[config.mk]
export PLATFORM = sky130hd
export DESIGN_NAME = apb_ram_wait
export DESIGN_NICKNAME = d
export VERILOG_FILES = /design/src/rtl/apb_ram_wait.sv
export SDC_FILE = /design/constraint.sdc
export NUM_CORES = 2
export LEC_CHECK = 0
export ABC_AREA = 1
export ABC_CLOCK_PERIOD_IN_PS = 1900
export BUFFER_PORTS_ARGS = -buffer_cell sky130_fd_sc_hd__buf_2
export CAP_MARGIN = 20
export CORE_MARGIN = 3
export CORE_UTILIZATION = 40
export DETAILED_ROUTE_END_ITERATION = 6
export SYNTH_ARGS = -nofsm -noshare
export SYNTH_HDL_FRONTEND = slang
export SYNTH_SLANG_ARGS = --single-unit
[constraint.sdc]
create_clock -name pclk -period 1.9 [get_ports pclk]
set_input_delay 0.19 -clock pclk [delete_from_list [all_inputs] [get_ports pclk]]
set_output_delay 0.19 -clock pclk [all_outputs]
set_load 0.01 [all_outputs]
[src/rtl/apb_ram_wait.sv]
// APB4 slave RAM with programmable wait states, byte strobes and error response.
// Latency: setup + WAIT_STATES+1 access cycles; outputs registered.
// Backpressure: pready held low for WAIT_STATES access cycles; psel drop abandons the transfer.
module apb_ram_wait #(
  parameter int DATA_WIDTH  = 32,
  parameter int DEPTH       = 32,
  parameter int ADDR_WIDTH  = 32,
  parameter int WAIT_STATES = 0
) (
  input  logic                    pclk,
  input  logic                    preset,
  input  logic                    psel,
  input  logic                    penable,
  input  logic                    pwrite,
  input  logic [ADDR_WIDTH-1:0]   paddr,
  input  logic [DATA_WIDTH-1:0]   pwdata,
  input  logic [DATA_WIDTH/8-1:0] pstrb,
  output logic [DATA_WIDTH-1:0]   prdata,
  output logic                    pready,
  output logic                    pslverr
);
  localparam int NB  = DATA_WIDTH / 8;
  localparam int LSB = $clog2(NB);
  localparam int IW  = (DEPTH > 1) ? $clog2(DEPTH) : 1;
  localparam int CW  = 4;
  localparam logic [ADDR_WIDTH-1:0] ALIGN_MASK = ADDR_WIDTH'((1 << LSB) - 1);
  localparam logic [ADDR_WIDTH-1:0] DEPTH_A    = ADDR_WIDTH'(DEPTH);
  localparam logic [CW-1:0]         CNT_INIT   = CW'((WAIT_STATES > 0) ? WAIT_STATES - 1 : 0);

  typedef enum logic [1:0] {IDLE, WAIT, RESP} state_t;

  state_t                state, state_nxt;
  logic [CW-1:0]         cnt, cnt_nxt;
  logic [IW-1:0]         idx_q;
  logic                  write_q, err_q;
  logic [DATA_WIDTH-1:0] mem [DEPTH];

  logic [ADDR_WIDTH-1:0] widx;
  logic                  setup, setup_err;
  logic                  load_resp, clr, commit;
  logic [IW-1:0]         resp_idx;
  logic                  resp_wr, resp_err;
  logic [DATA_WIDTH-1:0] resp_rdata;

  assign widx      = paddr >> LSB;
  assign setup     = psel & ~penable;
  assign setup_err = ((paddr & ALIGN_MASK) != '0) || (widx >= DEPTH_A);

  // With zero wait states RESP is entered on the setup edge, so use the live bus.
  assign resp_idx   = (state == IDLE) ? widx[IW-1:0] : idx_q;
  assign resp_wr    = (state == IDLE) ? pwrite       : write_q;
  assign resp_err   = (state == IDLE) ? setup_err    : err_q;
  assign resp_rdata = (!resp_wr && !resp_err) ? mem[resp_idx] : '0;

  always_comb begin
    state_nxt = state;
    cnt_nxt   = cnt;
    load_resp = 1'b0;
    clr       = 1'b0;
    commit    = 1'b0;
    unique case (state)
      IDLE: begin
        if (setup) begin
          if (WAIT_STATES == 0) begin
            state_nxt = RESP;
            load_resp = 1'b1;
          end else begin
            state_nxt = WAIT;
            cnt_nxt   = CNT_INIT;
          end
        end
      end
      WAIT: begin
        if (!psel) begin
          state_nxt = IDLE;
          cnt_nxt   = '0;
          clr       = 1'b1;
        end else if (cnt == '0) begin
          state_nxt = RESP;
          load_resp = 1'b1;
        end else begin
          cnt_nxt = cnt - 1'b1;
        end
      end
      RESP: begin
        if (!psel) begin
          state_nxt = IDLE;
          clr       = 1'b1;
        end else if (penable && pready) begin
          state_nxt = IDLE;
          clr       = 1'b1;
          commit    = write_q && !err_q;
        end
      end
      default: state_nxt = IDLE;
    endcase
  end

  always_ff @(posedge pclk) begin
    if (preset) begin
      state   <= IDLE;
      cnt     <= '0;
      idx_q   <= '0;
      write_q <= 1'b0;
      err_q   <= 1'b0;
      pready  <= 1'b0;
      pslverr <= 1'b0;
      prdata  <= '0;
    end else begin
      state <= state_nxt;
      cnt   <= cnt_nxt;
      if (state == IDLE && setup) begin
        idx_q   <= widx[IW-1:0];
        write_q <= pwrite;
        err_q   <= setup_err;
      end
      if (load_resp) begin
        pready  <= 1'b1;
        pslverr <= resp_err;
        prdata  <= resp_rdata;
      end else if (clr) begin
        pready  <= 1'b0;
        pslverr <= 1'b0;
        prdata  <= '0;
      end
    end
  end

  always_ff @(posedge pclk) begin
    if (preset) begin
      for (int i = 0; i < DEPTH; i++) mem[i] <= '0;
    end else if (commit) begin
      for (int b = 0; b < NB; b++)
        if (pstrb[b]) mem[idx_q][8*b +: 8] <= pwdata[8*b +: 8];
    end
  end
endmodule

==> results.yml <==
status:
  status: "complete, but fails checks"
  failed_checks: "setup timing"
synth:
  yosys_warnings: 0
  synth_cell_types: 26
  netlist_area_um2: 48400
  yosys.area_share.adder_pct: 0
  synth.avg_cell_area_um2: 9.59
  synth_compound_area_share_pct: 0.566
  ys_ff_latch: 1066
  synth_xor_area_share_pct: 0
  synth_top_family_by_area: "simple AND/OR/NAND/NOR gates"
  synth_mux_area_share_pct: 0
  yosysSeqAreaShare_pct: 65.2
  synth_nets: 5124
  synthSimpleGateAreaFrac_pct: 30.4
  syn_inst: 5051
floorplan:
  dieArea_um2: 125000
  start_util_pct: 40.4
  die_h_um: 354
  pin_count: 107
  rows: 127
  core-area_um2: 120000
  fp.dieW_um: 354
route:
  routed_wl_mm: 170
  ant_nets: 0
  viasPerCell: 5.64
  drc_errors: 0
  drtPass1Iterations: 7
  drt_iter0_drc: 5952
  vias: 40934
  wl_per_cell_um: 23.5
finish:
  syn_to_final_growth_pct: 30.5
  final_cell_mix: "1051 x nor2_1, 1024 x edfxtp_1, 1012 x nand3_1, 965 x nand2_1, 399 x buf_4"
  fillers: 10388
  drive_gt1_share_pct: 24.7
  fin_cells: 7255
  mostFrequentLayoutCell: "nor2_1"
  nets: 5624
pwr:
  p_sw_share_pct: 25.9
  peakVddDrop_uv: 839
  comb_power_share_pct: 14.4
  intPower_uw: 42500
  p_clk_share_pct: 39.0
  power_per_cell_area_nw_per_um2: 907
  seqPwrFrac_pct: 46.6
  power_switching_uw: 14800
  p_leak_uw: 0.0254
timing:
  hold_violations: 0
  fin_ws_ns: -0.202
  rsz0062_at_grt: "yes"
  slew_viol_final: 0
  slew_headroom_pct: 48.0
  tightest_slew_ns: 0.780
  max_freq_mhz: 476
  clock_skew_ns: 0.0301
  finalCritPeriodShare_pct: 111
  fin_tns_setup_ns: -101.81
  setup_viol: 1456
  period_minus_slack_ns: 2.10
setup_path:
  crit_required_ns: 2.45
  reg2regPathDepth: 14
  startpoint_type: "flip-flop"
  end_kind: "flip-flop"
  path_class: "reg -> reg"
  r2r-end: "prdata[5]"
  r2r-start: "state[1]"
  rrSetupSlack_ns: -0.20
  path_max_fanout: 10
  arrival_ns: 2.65
worst_hold_path:
  worstHoldStart: "pwdata[28]"
  holdPathEnd: "mem[14][28]"
  min_path_cells: 4
  hold_class: "in -> reg"
global_route:
  grt_max_degree: 45
  antenna_found_initial: 3
  grtUsageTotal_pct: 26.0
  grt_pass1_vias: 38974
  grt_first_pass_wirelength_mm: 245
  grt-ovfl-total: 0
placed_design:
  gp_congestion: 0.910
  io_buffers: 106
  dp.cells: 6943
  hpwlAfterDp_mm: 105
cts:
  cts_tree: "built"
  cts.path.max_buffers: 3
  clockRootBuffer: "clkbuf_16"
  clkTransAtPathRegs_ns: 0.06
  cts_made_buffers: 113
  clkLatencyLatePin_ns: 0.72
  cts.sink_count: 1066
  htree_num_levels: 3
flow_run:
  maxCapViolCount: 0
-- Yosys cell counts --
library cell | n | share of area, %
nand3_1 | 1218 | 13
nand2_1 | 1168 | 9.1
nor2_1 | 1079 | 8.4
edfxtp_1 | 1024 | 63
clkbuf_1 | 208 | 1.6
buf_2 | 149 | 1.5
inv_1 | 54 | 0.42
dfxtp_1 | 42 | 1.7
a21oi_1 | 38 | 0.39
nand2_2 | 20 | 0.26
buf_1 | 19 | 0.15
o21ai_0 | 6 | 0.062
nor2_2 | 4 | 0.052
buf_4 | 3 | 0.046
inv_2 | 3 | 0.023
o21ai_1 | 3 | 0.031
a211oi_1 | 2 | 0.031
and2_0 | 2 | 0.026
nor3_1 | 2 | 0.021
and2_1 | 1 | 0.013
nand3b_1 | 1 | 0.016
nand4_2 | 1 | 0.026
o211ai_1 | 1 | 0.016
o21a_1 | 1 | 0.016
o21ai_2 | 1 | 0.018
or2_2 | 1 | 0.013
-- through the flow --
step	setup WS [ns]	instance area, µm²	total power (µW)	util [%]	hold WS [ns]
after CTS	-0.135	61400	56700	51.2	0.00000622
after global routing	-0.243	63200	58900	52.7	0.0425
after detailed placement	-0.370	55600	33800	46.4	0.462
after global placement	-0.343	55600	33800	46.4	0.464
after floorplan	-0.0573	49100	30700	-	0.333
final	-0.202	63200	57300	52.7	0.0210
-- cell type report --
class	count	area (µm²)	share of cell area, %
flip-flops and latches	1066	31600	50.0
diodes	2	5.00	0.00792
well taps	1612	2020	3.19
multi-input cells	3549	17300	27.4
clock inverters	62	576	0.911
repair buffers	764	8290	13.1
clock buffers	143	3170	5.01
inverters	57	226	0.358
-- registers in the layout, indices dropped and copies added, names as in the netlist --
register	cells
mem	1024
prdata	32
idx_q	5
err_q	1
pready	1
pslverr	1
state	1
write_q	1
-- critical path, cell delays in order, from the launching register on --
cell,delay [ns]
dfxtp_4,0.38
buf_8,0.15
nand2_8,0.08
nand2_8,0.06
buf_4,0.15
buf_12,0.12
bufbuf_16,0.28
nand2_1,0.08
nand3_2,0.11
nand3_1,0.10
nand3_1,0.10
nand2_1,0.12
nand2_1,0.07
nand3_1,0.07
a21oi_1,0.06
-- worst max-delay path by stage --
| stage | slack [ns] | depth (start not counted) | from | to |
|---|---|---|---|---|
| floorplan | -0.06 | 8 | state[1] | mem[24][0] |
| global placement | -0.34 | 13 | state[1] | prdata[25] |
| detailed placement | -0.37 | 13 | state[1] | prdata[31] |
| CTS | -0.13 | 13 | state[1] | prdata[23] |
| global route | -0.24 | 11 | state[1] | mem[11][26] |
| finish | -0.20 | 14 | state[1] | prdata[5] |
-- power groups by stage --
stage          Clock, µW  Combinational, µW  Sequential, µW
2_1_floorplan          0               3630           27100
3_3_place_gp           0               6620           27200
3_5_place_dp           0               6640           27200
4_1_cts            22600               7470           26700
5_1_grt            23500               8680           26800
6_report           22400               8230           26700
-- layer usage --
layer / global-route usage [%] / part of all wire, % / vias up
li1: - / - / 18270
met1: 35.8 / 39 / 19944
met2: 41.3 / 46 / 2351
met3: 4.00 / 10 / 367
met4: 10.7 / 4.1 / 2
met5: 0 / 0.0076 / -
-- cells by family (layout without fill, tap and decap cells) --
logic type | count (synthesis) | count (layout)
other | 0 | 2
flip-flops | 1066 | 1066
AND/OR/NAND/NOR | 3497 | 3497
AO/OA/AOI/OAI | 52 | 52
buffers and inverters | 436 | 1026
-- repair_timing --
item,CTS,global route
gates resized for setup,196,281
hold endpoints to repair,164,0
gates cloned,25,21
pin swaps,15,33
endpoints found under the setup margin,1779,2013
hold buffers,27,0
buffers inserted,21,17
No activity file was read; power rests on OpenSTA's default activity.
